File: src/rtl/gcm_pkg.sv
// Shared GF(2^128) constants and FSM state encoding for the GCM multiplier.
`default_nettype none
package gcm_pkg;
  localparam int BLOCK_W = 128;
  localparam logic [0:BLOCK_W-1] GF_R = {8'hE1, 120'd0};

  typedef enum logic [1:0] {
    IDLE = 2'd0,
    BUSY = 2'd1,
    DONE = 2'd2
  } state_t;
endpackage
`default_nettype wire

File: src/rtl/gfmul_digit_step.sv
// One combinational DIGIT-bit step of the bit-serial GCM multiply (bit 0 first).
`default_nettype none
module gfmul_digit_step
  import gcm_pkg::*;
#(
  parameter int DIGIT = 8
) (
  input  logic [0:BLOCK_W-1] z,
  input  logic [0:BLOCK_W-1] v,
  input  logic [0:DIGIT-1]   xbits,
  output logic [0:BLOCK_W-1] z_next,
  output logic [0:BLOCK_W-1] v_next
);

  always_comb begin
    z_next = z;
    v_next = v;
    for (int i = 0; i < DIGIT; i++) begin
      z_next = z_next ^ (v_next & {BLOCK_W{xbits[i]}});
      // Right shift in GCM bit order moves x^k toward x^(k+1); reduce on overflow
      v_next = (v_next >> 1) ^ (GF_R & {BLOCK_W{v_next[BLOCK_W-1]}});
    end
  end

endmodule
`default_nettype wire

File: src/rtl/gfmul_digit.sv
// Digit-serial GF(2^128) multiplier with GHASH accumulator and valid/ready handshake.
`default_nettype none
module gfmul_digit
  import gcm_pkg::*;
#(
  parameter int DIGIT = 8
) (
  input  logic               clk,
  input  logic               rst_n,
  input  logic               iValid,
  output logic               oReady,
  input  logic [0:BLOCK_W-1] iCtext,
  input  logic [0:BLOCK_W-1] iHashkey,
  input  logic               iAccum,
  input  logic               iClear,
  output logic               oValid,
  input  logic               iReady,
  output logic [0:BLOCK_W-1] oResult
);

  localparam int NCYC  = BLOCK_W / DIGIT;
  localparam int CNT_W = $clog2(NCYC) + 1;

  generate
    if (!(DIGIT == 1 || DIGIT == 2 || DIGIT == 4 || DIGIT == 8 ||
          DIGIT == 16 || DIGIT == 32 || DIGIT == 64 || DIGIT == 128)) begin : g_bad_digit
      $error("gfmul_digit: DIGIT must be a power of two between 1 and 128");
    end
  endgenerate

  state_t             state;
  logic [0:BLOCK_W-1] x;
  logic [0:BLOCK_W-1] z;
  logic [0:BLOCK_W-1] v;
  logic [0:BLOCK_W-1] y;
  logic               acc;
  logic [CNT_W-1:0]   cnt;
  logic [0:BLOCK_W-1] z_step;
  logic [0:BLOCK_W-1] v_step;

  gfmul_digit_step #(
    .DIGIT(DIGIT)
  ) u_step (
    .z     (z),
    .v     (v),
    .xbits (x[0:DIGIT-1]),
    .z_next(z_step),
    .v_next(v_step)
  );

  always_ff @(posedge clk or negedge rst_n) begin
    if (!rst_n) begin
      state   <= IDLE;
      oReady  <= 1'b1;
      oValid  <= 1'b0;
      oResult <= '0;
      x       <= '0;
      z       <= '0;
      v       <= '0;
      y       <= '0;
      acc     <= 1'b0;
      cnt     <= '0;
    end else begin
      case (state)
        IDLE: begin
          if (iValid) begin
            x      <= iAccum ? (iCtext ^ (iClear ? '0 : y)) : iCtext;
            v      <= iHashkey;
            z      <= '0;
            cnt    <= '0;
            acc    <= iAccum;
            oReady <= 1'b0;
            state  <= BUSY;
          end
        end
        BUSY: begin
          if (cnt == CNT_W'(NCYC)) begin
            oResult <= z;
            oValid  <= 1'b1;
            state   <= DONE;
          end else begin
            z   <= z_step;
            v   <= v_step;
            // Consumed multiplier bits shift out so the next digit is always x[0:DIGIT-1]
            x   <= x << DIGIT;
            cnt <= cnt + 1'b1;
          end
        end
        DONE: begin
          if (iReady) begin
            oValid <= 1'b0;
            oReady <= 1'b1;
            state  <= IDLE;
            if (acc) y <= oResult;
          end
        end
        default: state <= IDLE;
      endcase
    end
  end

endmodule
`default_nettype wire

File: config.mk
export PLATFORM = sky130hd
export DESIGN_NAME = gfmul_digit
export DESIGN_NICKNAME = d
export VERILOG_FILES = /design/src/rtl/gcm_pkg.sv /design/src/rtl/gfmul_digit_step.sv /design/src/rtl/gfmul_digit.sv
export SDC_FILE = /design/constraint.sdc
export NUM_CORES = 2
export LEC_CHECK = 0
export CAP_MARGIN = 20
export CORE_MARGIN = 2
export CORE_UTILIZATION = 36
export CTS_BUF_LIST = sky130_fd_sc_hd__clkbuf_4 sky130_fd_sc_hd__clkbuf_8
export CTS_CLUSTER_SIZE = 40
export DETAILED_ROUTE_END_ITERATION = 8
export DONT_BUFFER_PORTS = 1
export PLACE_DENSITY_LB_ADDON = 0.1
export SETUP_SLACK_MARGIN = 0.3
export SLEW_MARGIN = 10
export SYNTH_ARGS = -nofsm -noshare
export SYNTH_HDL_FRONTEND = slang
export SYNTH_SLANG_ARGS = --single-unit
File: constraint.sdc
create_clock -name clk -period 2.5 [get_ports clk]
set_input_delay 0.5 -clock clk [delete_from_list [all_inputs] [get_ports clk]]
set_output_delay 0.5 -clock clk [all_outputs]
set_load 0.01 [all_outputs]
Yosys cells after proc, flatten, opt, wreduce, memory -nomap -nowiden:

Index checks and enable logic that the tools add are counted.

* register bits after elaboration: 650
* input port bits: 262
* output and inout bits: 130
* word-level logic and storage cells: 78

* add/subtract/negate cells: 1
* equality and inequality tests: 7
* muxes and demuxes: 24
* bitwise gates (word level): 25
* reduce and logical (&&, ||, !) cells: 11

Operator list (number)
* bitwise XOR 128 bit: 9
* AND 128 bit: 8
* 2-to-1 mux 128 bit: 8
* bitwise XOR 127 x 128 -> 128 bit: 8
* one-hot mux 128 bit (2 select lines): 3
* AND reduction 3 bit: 5
* 2-to-1 mux 5 bit: 2
* one-hot mux 5 bit (2 select lines): 1
* != test 2 bit, second input constant: 4
* 2-to-1 mux 2 bit: 3
* one-hot mux 2 bit (3 select lines): 1
* nonzero test 2 bit: 3
* adder 5 x 1 -> 5 bit, second input constant: 1
* equality test 5 bit, second input constant: 1
* 2-to-1 mux 1 bit: 4
* one-hot mux 1 bit (2 select lines): 2
* AND reduction 2 bit: 2
* equality test 2 x 1 -> 1 bit, second input constant: 1
* equality test 2 bit, second input constant: 1
* zero test 2 bit: 1

Depth between registers and ports, before layout:

* word-level depth: 11
* mapped depth: 11
* depth with buffers taken out: 9

Hierarchy:

Synthesis repeated with hierarchy kept, for this count alone.

* cell total of the unflattened synthesis: 4762
* area total of the unflattened synthesis: 44280.0 um^2

By module, submodules not included
* gfmul_digit: instances 1, cells an instance 2299, area each 29022.8 um^2
* gfmul_digit_step: instances 1, cells an instance 2463, area each 15257.1 um^2

Worst setup path before layout:

OpenSTA, ideal clock, no wires.

* path kind: reg-to-reg
* start point: register cnt[0]
* end point: register z[37] in the netlist's numbering
* data arrival time: 1.878 ns
* path slack: 0.540 ns
* stages on the path, launching flop included: 11
* buffers on the path: 2
* period minus slack after synthesis: 1.960 ns
* path through: dfrtp_1 inv_1 ha_1 nand2_1 nor3_1 nor2_2 nor2_4 clkbuf_1 buf_1 nand2_1 o21ai_0

* word-level cells in the longest chain between the ends: 3

RTL lines
* start: declaration: RTL line gfmul_digit.sv:37 `logic [CNT_W-1:0] cnt;`
* start signal: assignment: RTL line gfmul_digit.sv:86 `cnt <= cnt + 1'b1;`
* equality test 5 bit: RTL line gfmul_digit.sv:77 `if (cnt == CNT_W'(NCYC)) begin`
* != test 2 bit (no source line)
* AND reduction 3 bit (no source line)
* end signal: assignment: RTL line gfmul_digit.sv:82 `z <= z_step;`
* end: declaration: RTL line gfmul_digit.sv:33 `logic [0:BLOCK_W-1] z;`

No other way between the ends.
A chain may end at the register's enable or synchronous reset.

Final worst setup path:

* start point: register x[3] in the netlist's numbering
* end point: register z[3] in the netlist's numbering

* word-level cells in the longest chain between the ends: 8

RTL lines
* start: declaration: RTL line gfmul_digit.sv:32 `logic [0:BLOCK_W-1] x;`
* start signal: assignment: RTL line gfmul_digit.sv:67 `x <= iAccum ? (iCtext ^ (iClear ? '0 : y)) : iCtext;`
* start signal: assignment: RTL line gfmul_digit.sv:85 `x <= x << DIGIT;`
* AND 128 bit: RTL line gfmul_digit_step.sv:19 `z_next = z_next ^ (v_next & {BLOCK_W{xbits[i]}});`
* bitwise XOR 128 bit (5 in series): RTL line gfmul_digit_step.sv:19
* 2-to-1 mux 128 bit: RTL line gfmul_digit.sv:77
* one-hot mux 128 bit (2 select lines): RTL line gfmul_digit.sv:64 `case (state)`

No other way between the ends. The select of a mux whose other input is x is not followed.

==> impl_metrics.py <==
metrics = {
    "route": {
        "ant_nets": 0,
        "drt_pre_antenna_iters": 5,
        "post_drt_wl_per_cell_um": 21.01,
        "vias_per_cell": 4.973,
        "drtIter0Drc": 2016,
        "routed_wl_um": 134900,
        "drc_errors": 0,
        "vias": 31910,
    },
    "power_and_ir_drop": {
        "p_per_area_nw_per_um2": 1827,
        "seqPwrFrac_pct": 27.2,
        "power.switching_uw": 40560,
        "pwr-share-clk_pct": 13.3,
        "ir_worst_vdd_v": 0.0006668,
        "switching_share_pct": 45.99,
        "total_power_uw": 88180,
        "internal_power_uw": 47630,
        "comb_power_share_pct": 59.5,
        "leakagePower_uw": 0.01992,
    },
    "critical_path": {
        "path_common_cell": "xnor2_1",
        "critPathMaxStageDelay_ns": 0.64,
        "critPathTopFamily": "flip-flops",
        "path_class": "reg -> reg",
        "r2r-end": "z[3]$_DFFE_PN0P_",
        "crit_required_ns": 3.18,
        "crit_arrival_ns": 2.83,
        "r2r.worst_path.cells": 7,
        "crit_chain": "buf_6 > or4bb_1 > o31ai_1 > a311oi_2 > xnor2_1 > xnor2_1 > o21ai_1",
        "r2r_slack_ns": 0.35,
        "r2r_start": "x[3]$_DFFE_PN0P_",
        "end_kind": "flip-flop",
        "worstSetupStartpoint": "x[3]$_DFFE_PN0P_",
        "start_kind": "flip-flop",
        "critPathSlowestCell": "dfrtp_4",
        "worstPathMaxFanout": 8,
        "path_buf_inv": 1,
    },
    "yosys": {
        "synthTopCellsByArea": "dfrtp_1 (40%), xnor2_1 (14%), nand2_1 (14%), xor2_1 (11%), mux2_2 (7.0%)",
        "ys.flop_type": "dfrtp_1",
        "synthArstFlopShare_pct": 100.0,
        "netlist_top_cells_count": "nand2_1 (1,512), xnor2_1 (655), dfrtp_1 (649)",
        "synth_edf_count": 0,
        "synth-seq-area-share_pct": 39.71,
        "synthesis.nets": 4992,
        "avgSynthCellArea_sq_um": 8.664,
        "synth_area_sq_um": 40970,
        "synth.largest_area_cell": "dfrtp_1",
        "ys_warn_count": 0,
        "syn_inst": 4728,
        "synthMostInstantiatedCell": "nand2_1",
        "synth_top_area_share_pct": 39.64,
        "postSynthRegisterBits": 650,
        "synth_cell_type_count": 46,
    },
    "sta": {
        "fin_crit_sh_pct": 85.86,
        "hold_viol": 146,
        "worst_pin_slew_ns": 1.139,
        "rsz0062_at_grt": "yes",
        "slew_violations": 0,
        "worst_hold_slack_ns": -0.6106,
        "post-route-min-period_ns": 2.147,
        "finalClockSkew_ns": 0.03145,
        "fin_tns_setup_ns": 0,
        "max_slew_margin_pct": 24.09,
        "setup_viol_count_final": 0,
        "max_clock_freq_mhz": 465.9,
    },
    "run_status": {
        "violations": "negative hold slack",
        "status": "finished, violations left",
    },
    "cells_and_area": {
        "final_nets": 5081,
        "drive_above_1_share_pct": 12.78,
        "fillCellCount": 11180,
        "area_growth_pct": 17.81,
        "multiInputGateArea_sq_um": 23080,
        "register_area_sq_um": 16300,
    },
    "floorplan": {
        "start_util_pct": 36.36,
        "die_h_um": 341.3,
        "die-area_sq_um": 116500,
        "rows": 123,
        "core_area_sq_um": 112700,
        "die_x_um": 341.3,
        "io_pins": 392,
    },
    "cts": {
        "clk_latency_ns": 0.83,
        "cts-root-buf": "clkbuf_8",
        "htree_levels": 4,
        "cts_sinks": 650,
        "clk_pin_slew_ns": 0.05,
        "cts_max_path_buffers": 3,
        "cts_made_buffers": 130,
        "ctsHoldBuffers": 256,
        "cts_tree": "built",
    },
    "run": {
        "maxCapViolations": 0,
    },
    "global_routing": {
        "overflow": 0,
        "grt_pass1_vias": 31650,
        "antenna_found_initial": 10,
        "grt_usage_pct": 22.81,
        "grt_pass1_wl_um": 205500,
        "grt_max_degree": 651,
    },
    "placed_design": {
        "hpwl_um": 86090,
        "place.gp.congestion": 0.8045,
        "port_buffers": 0,
    },
    "hold_path": {
        "hp-class": "in -> async",
    },
}
[sequential cells by signal (all words and copies together) (netlist names)]
| signal | count |
|---|---|
| x | 128 |
| state | 2 |
| v | 128 |
| oReady | 1 |
| z | 128 |
| acc | 1 |
| oResult | 128 |
| cnt | 5 |
| y | 128 |
| oValid | 1 |
[routing by layer]
metal | GRT usage [%] | share of wire (%)
met5 | 0 | 0.065
met4 | 5.727 | 2.0
met3 | 4.533 | 5.2
met2 | 35.04 | 45
met1 | 32.74 | 48
[how the worst max path moves through the flow]
stage,end,slack [ns],depth (start not counted)
after floorplan,z[37]$_DFFE_PN0P_,0.54,10
after global placement,x[46]$_DFFE_PN0P_,0.28,10
after global routing,x[98]$_DFFE_PN0P_,0.26,10
final,z[3]$_DFFE_PN0P_,0.35,7
after detailed placement,x[53]$_DFFE_PN0P_,0.24,10
after CTS,z[3]$_DFFE_PN0P_,0.31,6
[worst register-to-register path: stages, from the launching register on]
cell and delay (ns):
dfrtp_4 0.64, buf_6 0.17, or4bb_1 0.47, o31ai_1 0.09, a311oi_2 0.08, xnor2_1 0.33
xnor2_1 0.17, o21ai_1 0.07
[logic make-up (layout without fill, tap and decap cells)]
family	count (synthesis)	in the layout	synth area share (%)
adders and majority gates	2	2	0.06108
muxes	265	265	7.257
xor gates and xnor gates	1166	1166	25.30
other	0	4	0
and+or+nand+nor	1683	1683	15.66
AOI/OAI and AO/OA	540	540	7.828
DFF	650	650	39.71
buffers and inverters	422	608	4.187
[power by group through the flow]
stage | Sequential (uW) | Combinational [uW] | Clock, uW
6_report | 24000 | 52500 | 11700
5_1_grt | 24700 | 58300 | 12600
4_1_cts | 24000 | 52000 | 12100
3_5_place_dp | 24200 | 51200 | 0
3_3_place_gp | 24200 | 50600 | 0
2_1_floorplan | 18100 | 44100 | 0
[layout by cell type (no fill, tap or decap), types with 6 or more instances in the layout]
cell           Yosys  final
buf_16             0      9
inv_1              9      9
dlygate4sd3_1      0    256
inv_6              0      6
dfrtp_4            0      8
nand2_1         1512   1511
xnor3_1            7      7
a21oi_1           17     17
a31oi_1          119    119
a22oi_1          119    119
nor2_1           129    127
xnor2_1          655    651
clkbuf_8           0    153
dfrtp_1          649    638
nand3_1           16     16
xor2_1           500    500
buf_4              5     54
mux2i_1            9      9
mux2_2           256    256
buf_12             0     40
o21ai_0          265    265
clkbuf_4           0     53
[stage by stage]
step | worst slack (ns) | hold WS, ns | std cells | util, % | cell area, sq um
after CTS | 0.3134 | -0.6548 | 6393 | 42.47 | 47840
after detailed placement | 0.2384 | 0.2594 | 5907 | 37.72 | 42490
after global placement | 0.2850 | 0.2579 | 5907 | 37.72 | 42490
final | 0.3535 | -0.6106 | 6418 | 42.84 | 48260
after floorplan | 0.5397 | 0.2044 | 4728 | - | 40970
after global routing | 0.2649 | -0.6785 | 6417 | 42.84 | 48260
[layout make-up]
cell class                      instances  share of cell area, %
Tap cell                             1500                  3.889
Timing Repair Buffer                  367                  8.631
Sequential cell                       650                  33.78
Timing Repair inverter                  1                0.01815
Multi-Input combinational cell       3656                  47.82
Clock buffer                          206                  5.188
Inverter                               11                 0.1115
Clock inverter                         23                 0.5444
Antenna cell                            4                0.02074
[repair_timing]
item,in CTS,in global routing
buffers inserted,1,12
gates resized for setup,1,19
cloned,0,5
pin swaps,0,4
endpoints found under the hold margin,907,146
endpoints found under the setup margin,184,268
Note: power is estimated with default switching activity, not from simulation.
